File: config.mk
export PLATFORM = sky130hd
export DESIGN_NAME = rvbmu_seq
export DESIGN_NICKNAME = d
export VERILOG_FILES = /design/src/rtl/rvbmu_pkg.sv /design/src/rtl/rvbmu_seq_stage.sv /design/src/rtl/rvbmu_seq.sv
export SDC_FILE = /design/constraint.sdc
export NUM_CORES = 1
export LEC_CHECK = 0
export ABC_CLOCK_PERIOD_IN_PS = 7900
export BUFFER_PORTS_ARGS = -buffer_cell sky130_fd_sc_hd__buf_2
export CAP_MARGIN = 20
export CORE_UTILIZATION = 32
export DETAILED_ROUTE_END_ITERATION = 7
export PLACE_DENSITY = 0.45
export SLEW_MARGIN = 20
export SYNTH_ARGS = -nofsm -noshare
export SYNTH_HDL_FRONTEND = slang
export SYNTH_SLANG_ARGS = --single-unit
File: constraint.sdc
create_clock -name clk -period 7.9 [get_ports clk]
set_input_delay 1.58 -clock clk [delete_from_list [all_inputs] [get_ports clk]]
set_output_delay 1.58 -clock clk [all_outputs]
set_load 0.005 [all_outputs]
File: src/rtl/rvbmu_pkg.sv
// Shared types and helpers for the sequential bit-extract/deposit unit.
// Op encodings, FSM states and elaboration-time width functions.
package rvbmu_pkg;

    localparam logic OP_BEXT = 1'b0;
    localparam logic OP_BDEP = 1'b1;

    typedef enum logic [1:0] {
        IDLE,
        GEN,
        EXE,
        DONE
    } state_t;

    function automatic int clog2(input int n);
        int r = 0;
        while ((1 << r) < n) r++;
        return r;
    endfunction

    function automatic int stage_width(input int xlen, input int s);
        return xlen >> (s + 1);
    endfunction

endpackage

File: src/rtl/rvbmu_seq_stage.sv
// One butterfly stage with a runtime-selected stride.
// Generate mode derives per-block control; execute mode merges or splits halves.
module rvbmu_seq_stage
    import rvbmu_pkg::*;
#(
    parameter  int XLEN = 32,
    localparam int L    = clog2(XLEN),
    localparam int SW   = clog2(L),
    localparam int HALF = XLEN / 2
) (
    input  logic            gen,
    input  logic            op,
    input  logic [SW-1:0]   sel,
    input  logic [XLEN-1:0] mask,
    input  logic [XLEN-1:0] data_in,
    input  logic [HALF-1:0] ctl_in,
    output logic [XLEN-1:0] data_out,
    output logic [HALF-1:0] ctl_out
);

    logic [XLEN-1:0] cand_d [L];
    logic [HALF-1:0] cand_c [L];

    // Control per block is the set-bit count of its lower half; it packs
    // into HALF bits for every stride, so one store row fits any stage.
    for (genvar t = 0; t < L; t++) begin : g_stride
        localparam int H  = 1 << t;
        localparam int B  = 2 * H;
        localparam int NB = stage_width(XLEN, t);
        localparam int CW = t + 1;

        logic [CW-1:0]   k;
        logic [B-1:0]    lo;
        logic [B-1:0]    hi;
        logic [B-1:0]    blk;
        logic [XLEN-1:0] d_o;
        logic [HALF-1:0] c_o;

        always_comb begin
            d_o = '0;
            c_o = '0;
            k   = '0;
            lo  = '0;
            hi  = '0;
            blk = '0;
            for (int b = 0; b < NB; b++) begin
                k = '0;
                for (int j = 0; j < H; j++)
                    k = k + CW'(mask[b*B+j]);
                c_o[b*CW +: CW] = k;
                if (!gen)
                    k = ctl_in[b*CW +: CW];
                if (op == OP_BEXT) begin
                    lo = B'(data_in[b*B +: H]);
                    hi = B'(data_in[b*B+H +: H]);
                    d_o[b*B +: B] = lo | (hi << k);
                end else begin
                    blk = data_in[b*B +: B];
                    lo  = blk & ((B'(1) << k) - B'(1));
                    hi  = blk >> k;
                    d_o[b*B +: H]   = lo[H-1:0];
                    d_o[b*B+H +: H] = hi[H-1:0];
                end
            end
        end

        assign cand_d[t] = d_o;
        assign cand_c[t] = c_o;
    end

    always_comb begin
        data_out = data_in;
        ctl_out  = '0;
        for (int t = 0; t < L; t++) begin
            if (int'(sel) == t) begin
                if (gen)
                    ctl_out = cand_c[t];
                else
                    data_out = cand_d[t];
            end
        end
    end

endmodule

File: src/rtl/rvbmu_seq.sv
// Multicycle bext/bdep unit: SPC butterfly stages per cycle,
// with the last mask's control bits cached to skip regeneration.
module rvbmu_seq
    import rvbmu_pkg::*;
#(
    parameter int XLEN     = 32,
    parameter int SPC      = 1,
    parameter bit CACHE_EN = 1'b1
) (
    input  logic            clk,
    input  logic            reset,
    input  logic            in_valid,
    output logic            in_ready,
    input  logic            in_op,
    input  logic [XLEN-1:0] in_data,
    input  logic [XLEN-1:0] in_mask,
    output logic            out_valid,
    input  logic            out_ready,
    output logic [XLEN-1:0] out_data,
    output logic            out_hit
);

    localparam int L    = clog2(XLEN);
    localparam int P    = L / SPC;
    localparam int HALF = XLEN / 2;
    localparam int SW   = clog2(L);
    localparam int CNTW = (P > 1) ? clog2(P) : 1;

    state_t          state;
    logic [CNTW-1:0] cnt;
    logic            op_q;
    logic [XLEN-1:0] mask_q;
    logic [XLEN-1:0] acc;
    logic            hit_q;
    logic            cache_vld;
    logic            cache_op;
    logic [XLEN-1:0] cache_mask;
    logic [HALF-1:0] ctl_q [L];
    logic [HALF-1:0] gen_ctl [SPC];
    logic [XLEN-1:0] chain_out;
    logic            hit;
    logic            last;

    assign last     = (cnt == CNTW'(P - 1));
    assign in_ready = (state == IDLE) && !reset;
    assign hit      = CACHE_EN && cache_vld &&
                      (in_mask == cache_mask) && (in_op == cache_op);

    for (genvar j = 0; j < SPC; j++) begin : g_chain
        logic [SW-1:0]   s;
        logic [HALF-1:0] c_i;
        logic [HALF-1:0] c_o;
        logic [XLEN-1:0] d_i;
        logic [XLEN-1:0] d_o;

        if (j == 0) begin : g_head
            assign d_i = acc;
        end else begin : g_link
            assign d_i = g_chain[j-1].d_o;
        end

        // Deposit walks the network top-down, extract bottom-up.
        always_comb begin
            s = SW'(int'(cnt) * SPC + j);
            if (state == EXE && op_q == OP_BDEP)
                s = SW'(L - 1 - int'(cnt) * SPC - j);
            c_i = '0;
            for (int t = 0; t < L; t++)
                if (int'(s) == t) c_i = ctl_q[t];
        end

        rvbmu_seq_stage #(
            .XLEN(XLEN)
        ) u_stage (
            .gen     (state == GEN),
            .op      (op_q),
            .sel     (s),
            .mask    (mask_q),
            .data_in (d_i),
            .ctl_in  (c_i),
            .data_out(d_o),
            .ctl_out (c_o)
        );

        assign gen_ctl[j] = c_o;
    end

    assign chain_out = g_chain[SPC-1].d_o;

    always_ff @(posedge clk) begin
        if (!reset && state == GEN) begin
            for (int j = 0; j < SPC; j++)
                for (int t = 0; t < L; t++)
                    if (int'(cnt) * SPC + j == t) ctl_q[t] <= gen_ctl[j];
        end
    end

    always_ff @(posedge clk) begin
        if (reset) begin
            state      <= IDLE;
            cnt        <= '0;
            op_q       <= OP_BEXT;
            mask_q     <= '0;
            acc        <= '0;
            hit_q      <= 1'b0;
            cache_vld  <= 1'b0;
            cache_op   <= OP_BEXT;
            cache_mask <= '0;
            out_valid  <= 1'b0;
            out_data   <= '0;
            out_hit    <= 1'b0;
        end else begin
            unique case (state)
                IDLE: begin
                    if (in_valid) begin
                        op_q   <= in_op;
                        mask_q <= in_mask;
                        acc    <= (in_op == OP_BEXT) ? (in_data & in_mask)
                                                     : in_data;
                        cnt    <= '0;
                        hit_q  <= hit;
                        state  <= hit ? EXE : GEN;
                    end
                end
                GEN: begin
                    cnt <= last ? '0 : cnt + CNTW'(1);
                    if (last) begin
                        cache_vld  <= 1'b1;
                        cache_mask <= mask_q;
                        cache_op   <= op_q;
                        state      <= EXE;
                    end
                end
                EXE: begin
                    acc <= chain_out;
                    cnt <= last ? '0 : cnt + CNTW'(1);
                    if (last) begin
                        out_valid <= 1'b1;
                        out_data  <= (op_q == OP_BDEP) ? (chain_out & mask_q)
                                                       : chain_out;
                        out_hit   <= hit_q;
                        state     <= DONE;
                    end
                end
                DONE: begin
                    if (out_ready) begin
                        out_valid <= 1'b0;
                        state     <= IDLE;
                    end
                end
                default: state <= IDLE;
            endcase
        end
    end

endmodule

-- Yosys cells after proc, flatten, opt, wreduce, memory -nomap -nowiden
Memories as Yosys holds them, arrays and structs flattened.
Index checks and enable logic that the tools add are counted.
W data, S select, Z words.
- shifts and indexed selects: 93
- add/sub/neg operators: 82
- eq/ne operators: 18
- muxes and demuxes: 131
- bitwise operators: 64
- reductions and logical operators: 24
- operators by type and width (operator ; number):
    $mux W32 ; 14
    $mux W16 ; 21
    $add A5 B1 Y5 ; 14
    $and A32 B32 Y32 ; 2
    $pmux W32 S2 ; 1
    $reduce_or A16 Y1 ; 4
    $mux W2 ; 29
    $add A4 B1 Y4 ; 12
    $mux W4 ; 10
    $mux W1 ; 37
    $mux W3 ; 11
    $eq A32 B32 Y1 ; 1
    $logic_not A32 Y1 ; 1
    $mux W8 ; 4
    $or A1 B2 Y2 ; 16
    $or A16 B32 Y32 ; 1
    $or A2 B4 Y4 ; 8
    $or A4 B8 Y8 ; 4
    $or A8 B16 Y16 ; 2
    $shl A1 B1 Y2 ; 16
    $shl A16 B5 Y32 ; 1
    $shl A2 B2 Y4 ; 8
    $shl A4 B3 Y8 ; 4
    $shl A8 B4 Y16 ; 2
    other kinds (43) ; 189
- output and inout port bits: 35
- memories: 1
- word-level logic and storage cells: 425
- memory bits (writable): 80
- input bits: 69
- bits in registers: 139
- memories (memory ; words ; bits a word ; rd ports ; clocked after Yosys merged registers in ; wr ports ; line ; source):
    ctl_q ; 5 ; 16 ; 5 ; 0 ; 1 ; rvbmu_seq.sv:38 ; logic [HALF-1:0] ctl_q [L];

-- Longest topological paths before layout
Gate-level depths: netlist of the first run.
- depth in word-level cells: 26
- depth in mapped cells: 24
- gate-level depth less buffers: 23

-- Modules after synthesis
A second synthesis of the first run with hierarchy kept.
- cells, all modules: 2797
- area, all modules: 21286.7 um^2
- by module, submodules not included (module ; times used ; area each (um^2) ; seq. area each (um^2) ; cells an instance):
    rvbmu_seq_stage ; 1 ; 11995.3 ; 0.0 ; 1800
    rvbmu_seq ; 1 ; 9291.4 ; 5185.0 ; 997

-- Least setup slack after synthesis of the first run
OpenSTA, ideal clock, no wires.
- path kind: reg-to-reg
- start: register mask_q[2]
- end: register acc[6]
- path buffers: 1
- setup time: 86 ps
- arrival: 6334 ps
- required time: 7814 ps
- path slack: 1481 ps
- period minus slack after synthesis: 6419 ps
- cell stages (with the launch flop): 24
- cell sequence: dfxtp_1 > inv_1 > fa_1 > fa_1 > fa_1 > fa_1 > inv_1 > fa_1 > fa_1 > xor2_1 > a22oi_1 > a21boi_1 > nand3_1 > nor2_1 > buf_2 > nand2_1 > ha_1 > nor3_1 > a31oi_1 > o221ai_1 > a221oi_1 > a311oi_2 > a21oi_1 > a211oi_1
- cells in the longest elaborated chain, start to end: 22
- elaborated cells on any way between the ends: 48
- those cells by class: add/sub (24); shift (6); mux (13); bitwise (5)
- RTL lines (item ; line ; source):
    from (decl) ; rvbmu_seq.sv:32 ; logic [XLEN-1:0] mask_q;
    from (signal assigned) ; rvbmu_seq.sv:117 ; mask_q <= in_mask;
    $add A5 B1 Y5 (14 in series) ; rvbmu_seq_stage.sv:49 ; k = k + CW'(mask[b*B+j]);
    $mux W5 ; rvbmu_seq_stage.sv:51 ; if (!gen)
    $shl A1 B5 Y16 ; rvbmu_seq_stage.sv:59 ; lo = blk & ((B'(1) << k) - B'(1));
    $sub A16 B1 Y16 ; rvbmu_seq_stage.sv:59 ;
    $and A16 B16 Y16 ; rvbmu_seq_stage.sv:59 ;
    $mux W32 ; rvbmu_seq_stage.sv:53 ; if (op == OP_BEXT) begin
    $mux W32 ; rvbmu_seq_stage.sv:76 ; if (gen)
    $mux W32 (*) ; rvbmu_seq_stage.sv:75 ; if (int'(sel) == t) begin
    $pmux W32 S2 (*) ; rvbmu_seq.sv:113 ; unique case (state)
    to (signal assigned) ; rvbmu_seq.sv:118 ; acc <= (in_op == OP_BEXT) ? (in_data & in_mask)
    to (signal assigned) ; rvbmu_seq.sv:135 ; acc <= chain_out;
    to (decl) ; rvbmu_seq.sv:33 ; logic [XLEN-1:0] acc;
Every way passes the cells marked *; elsewhere a longest branch is shown, timed or not.
A chain may end at the register's enable or synchronous reset.

-- Worst setup path in the final report of the first run
- start: register mask_q[2]
- end: register acc[12]
Same word-level chain as after synthesis.

==> results of run 1 <==
==> power breakdown <==
group	internal, uW	total (uW)	switching (uW)
logic	3240	10800	7560
registers	1300	1600	301
clock network	735	1280	543
==> worst max-delay path: cells and delay by family (launching register included) <==
| family | cells | cell delay [ps] |
|---|---|---|
| buf+inv | 3 | 440 |
| mux | 2 | 430 |
| fa+ha+maj | 6 | 3000 |
| flops | 1 | 440 |
| compound gates | 7 | 2820 |
==> final cells by class <==
class                   instances  area (um2)
fillers                      7110       42900
multi-input cells            2350       15300
flip-flops and latches        219        5190
repair buffers                232        1520
well taps                     873        1090
clock buffers                  32         703
inverters                      71         267
clock inverters                15         180
diodes                          4        10.0
==> sequential cells by signal, indices dropped and copies added, names as in the netlist, 2 cells and up <==
register	count
acc	32
cache_mask	32
cnt	3
ctl_q	80
mask_q	32
out_data	32
state	2
==> layer usage <==
metal	wire, um	global-route usage [%]
met1	56300	51.3
met2	56400	55.9
met3	13700	7.86
met4	5320	12.8
met5	50	0
==> through the flow <==
stage | power (uW) | worst slack (ps) | instance area, um2 | hold WS [ps]
after global placement | 12000 | 653 | 23300 | 432
after global routing | 14200 | 228 | 24200 | 463
after floorplan | 7950 | 1480 | 21700 | 427
after detailed placement | 11900 | 623 | 23300 | 436
final | 13700 | 562 | 24200 | 448
after CTS | 13200 | 579 | 24200 | 445
==> synthesized netlist by cell type, drive strengths merged (16+ instances only) <==
master	count	area, um2
dfxtp	139	2780
a22oi	27	203
mux2i	188	1880
a221oi	16	175
xnor2	35	307
ha	38	475
nand4	50	313
o31ai	32	240
a211oi	66	505
a21oi	262	1320
a32o	16	160
nor4	22	150
o221ai	24	223
o311ai	20	175
o22ai	23	144
o211ai	66	495
a311oi	26	234
nand2	462	1740
nand2b	18	113
nor3	68	362
and3	29	181
mux2	38	428
clkbuf	194	728
fa	21	420
buf	78	392
inv	66	248
and2	22	138
o21ai	185	933
nand3	120	606
a31oi	63	400
nor2	158	598
edfxtp	80	2400
==> worst paths after layout <==
check,end,slack (ps),depth (start not counted)
worst max-delay path,acc[12],560,18
worst min-delay path,out_data[13],450,2
worst max register to register,acc[12],560,18
worst min register to register,out_data[13],450,2
==> logic make-up after synthesis <==
family          Yosys count  synth area share, %
fa+ha+maj                59                 4.12
simple gates           1004                 21.1
mux                     229                 10.9
compound gates         1020                 32.1
buf+inv                 343                 6.38
xor+xnor                 38                 1.53
flops                   219                 23.9
==> run metrics, run 1 <==
outcome=complete, no violations; synth-to-layout area growth=11.4%; first-pass GRT wire length=186000 um; Initial Util=32.4%; Final Core Density=36.1%; CP max-delay cell=a41oi_1; DR iter-0 viols=3597; Critical R2R Launch=mask_q[2]; Mean Syn Cell Area=7.47 um2; Crit. End Element=flip-flop; Synth async-reset ratio=0%; # IOs=104; CTS hold repair buffers=0; die width=263 um; Max Cap Viol=0; CP dominant cell by count=fa_1; post-CTS setup buffer count=0; Max Fclk=0.136 GHz; Worst slew margin=16.1%; pwr dens=565 nW/um2; EDFF count, synth=80; Layout Skew=44.9 ps; share of cells above drive strength 1=13.1%; global placement routability congestion=1.03; largest net degree at the start of global routing=142; Worst VDD drop=0.288 mV; total CTS buffers=26; count of final setup violators=0; CORE AREA=67200 um2; number of distinct library cells after synthesis=99; Mapped Cells=2912; initial antenna violation count=11; Finished Layout Cells=3796; Yosys warnings=0; Hold Startpoint=out_data[13]; Via Count=25.6k; CTS max path bufs=3; Mapped Nets=3040; Leak=0.00874 uW; DRT Pass-1 Iters=8; flops & latches, synth=219; Worst EP arrival=7730 ps; total negative slack=0 ps; Root Buffer=clkbuf_16; Clock Sinks=219; most frequent cells in the layout=nand2_1, a21oi_1, mux2i_1; worst skew pair latency=590 ps; TritonCTS clock tree=built; DR WL/cell=34.7 um; Avg Vias per Cell=6.74; Routed Antenna Nets=0; Max stage delay on crit path=670 ps; vias in the first global route=23.8k; CP Max Fanout=12; final net count=3028; Slew @ Worst Pin=1250 ps; fin crit share=92.9%; Hold Path Class=flip-flop to flip-flop; row count=95; PortBufs=103; Hold Fails Final Rpt=0; RSZ-0062 raised after global routing=no; Final Max Tran Viols=0; HPWL Detailed=99600 um; Die H=263 um; post_cts resized=0; Critical Path Start Type=flip-flop; Die Area=69000 um2; Remaining DRCs=0; most common cell after layout, fill and taps aside=nand2_1; Critical Path RT=8290 ps; Post-Route WL=132000 um; cells along the critical path=inv_1 > fa_1 > fa_1 > fa_1 > fa_1 > inv_1 > fa_1 > fa_1 > o22ai_1 > a31o_1 > buf_4 > mux2i_1 > mux2i_1 > a21oi_1 > a211oi_1 > o21a_1 > a41oi_1 > a311oi_1; Placed Cells incl. Taps=3744; gr ovfl total=0; CTS clock-pin slew for the worst setup and hold paths=60 ps; sequential-to-total area share from yosys stat=23.9%; Cell Area, Synth=21700 um2; Critical Path Start=mask_q[2]; min Tclk post-route=7340 ps; gr usage total=36.9%; top_reg_cell synth=dfxtp_1; critical path class=flip-flop to flip-flop; H-tree depth=1
Note: power is estimated with default switching activity, not from simulation.
==> run 2: changes to the inputs <==
==> constraint.sdc (replaced) <==
create_clock -name clk -period 7.9 [get_ports clk]
set_input_delay 1.975 -clock clk [delete_from_list [all_inputs] [get_ports clk]]
set_output_delay 1.975 -clock clk [all_outputs]
set_load 0.005 [all_outputs]
==> run 2 against run 1 <==
Die area unchanged. Setup slack gained 170 ps. Worst hold slack improved by 4.5 ps. Global-route usage down 0.29 points. Critical endpoint is now acc[6].
==> run metrics, run 2 (synthesis results as in run 1) <==
Switching Share=61.7%; synth-to-layout area growth=11.2%; met1 usage=51.0%; Largest Register=ctl_q; DP Worst Slack=904 ps; CP Max Fanout=20; global placement routability congestion=1.02; total CTS buffers=26; post-route cell area=24200 um2; Root Buffer=clkbuf_16; cells along the critical path=inv_1 > fa_1 > fa_1 > fa_1 > fa_1 > inv_1 > fa_1 > fa_1 > nand2_1 > a31oi_4 > buf_4 > nor3_1 > nand2_1 > ha_1 > clkinv_1 > a21oi_1 > a31oi_1 > o221ai_1 > a221oi_1 > a311oi_2 > a21oi_1 > a211oi_1; Critical R2R Capture=acc[6]; M3 GR Usage=7.78%; total negative slack=0 ps; fin crit share=90.7%; grt peak-use layer=met2; Clock Sinks=219; DR iter-0 viols=3776; # IOs=104; Hold Path Depth=2; H-tree depth=1; Max Cap Viol=0; post-CTS setup buffer count=0; Hold Startpoint=hit_q; Pint=5170 uW; Critical Path RT=8380 ps; Post-Route WL=131000 um; Max stage delay on crit path=710 ps; Die Area=69000 um2; Leak=0.00872 uW; HPWL Detailed=98700 um; worst skew pair latency=590 ps; vias in the first global route=23.8k; Max Fclk=0.139 GHz; min Tclk post-route=7170 ps; CP dominant cell by count=fa_1; P_sw=8320 uW; Hold Fails Final Rpt=0; PortBufs=103; cell area after placement=23300 um2; Critical R2R Launch=mask_q[2]; first-pass GRT wire length=184000 um; Via Count=25.9k; largest net degree at the start of global routing=106; initial antenna violation count=7; Remaining DRCs=0; most frequent cells in the layout=nand2_1, a21oi_1, mux2i_1; CORE AREA=67200 um2; count of final setup violators=0; TritonCTS clock tree=built; outcome=complete, no violations; DR WL/cell=34.7 um; part of the power in the clock network=9.2%; max reg flops=80; Die H=263 um; pwr dens=558 nW/um2; Hold Path End=out_hit; CTS max path bufs=3; Hold Path Class=flip-flop to flip-flop; setup ws final=731 ps; die width=263 um; post_cts resized=0; DRT Pass-1 Iters=7; share of cells above drive strength 1=13.0%; Final Core Density=36.0%; Worst EP arrival=7650 ps; row count=95; gr usage total=36.6%; most common cell after layout, fill and taps aside=nand2_1; worst reg2reg path depth=22; Final Max Tran Viols=0; Combinational Power Share=79.4%; Initial Util=32.4%; CTS clock-pin slew for the worst setup and hold paths=70 ps; Layout Skew=30.0 ps; RSZ-0062 raised after global routing=no; critical path class=flip-flop to flip-flop; Critical Path Start Type=flip-flop; Reg power frac=11.3%; Routed Antenna Nets=0; Crit. End Element=flip-flop; Avg Vias per Cell=6.83; Slew @ Worst Pin=1240 ps; CTS hold repair buffers=0; gr ovfl total=0; r2r setup slk=730 ps; final net count=3022; CP max-delay cell=a31oi_4; Worst VDD drop=0.354 mV; grt met2 use=55.4%; Worst slew margin=17.1%
run 2: cell types whose count changed in the layout (fill, tap and decap cells not counted), moves of 2 or more:
cell        previous run  this run
bufinv_16              3         0
clkbuf_1               3         1
clkbuf_16             26        28
buf_4                128       122
clkinvlp_4             2         0
diode_2                4         6
inv_6                  0         2
clkbuf_8               3         5
inv_4                  0         3
run 2: final cells by class:
type                    count  area [um2]
fillers                  7094       43000
multi-input cells        2350       15300
flip-flops and latches    219        5190
repair buffers            226        1470
well taps                 873        1090
clock buffers              35         778
inverters                  71         267
clock inverters            12         100
diodes                      6        15.0
run 2: critical path: cells and delay by family (launching register included):
| kind | cells | cell delay (ps) |
|---|---|---|
| compound gates | 8 | 2060 |
| fa+ha+maj | 7 | 3360 |
| buf+inv | 4 | 850 |
| flops | 1 | 430 |
| simple gates | 3 | 340 |
run 2: metal layers:
layer,up-vias,wire [um],part of all wire [%]
met3,273,14300,11
met5,-,27,0.021
met4,4,4930,3.7
met1,12900,55800,42
li1,11000,-,-
met2,1744,56400,43
run 2: worst max-delay path by stage:
| stage | startpoint | end | slack [ps] | depth (start not counted) |
|---|---|---|---|---|
| floorplan | mask_q[2] | acc[6] | 1480 | 23 |
| CTS | mask_q[2] | acc[6] | 870 | 22 |
| finish | mask_q[2] | acc[6] | 730 | 22 |
| detailed placement | mask_q[2] | acc[6] | 900 | 22 |
| global placement | mask_q[2] | acc[6] | 1100 | 22 |
| global route | mask_q[2] | acc[6] | 380 | 22 |
run 2: power by group through the flow:
stage	Sequential [uW]	Combinational, uW	Clock [uW]
floorplan	1390	6560	0
detailed placement	1540	10200	0
global placement	1540	10300	0
global route	1540	11100	1300
finish	1530	10700	1250
CTS	1520	10200	1260
run 2: metrics by stage:
step | power, uW | hold slack (ps) | cells
5_1_grt | 13900 | 464 | 3786
3_3_place_gp | 11800 | 428 | 3739
4_1_cts | 13000 | 448 | 3786
2_1_floorplan | 7950 | 427 | 2912
6_report | 13500 | 452 | 3792
3_5_place_dp | 11800 | 433 | 3739
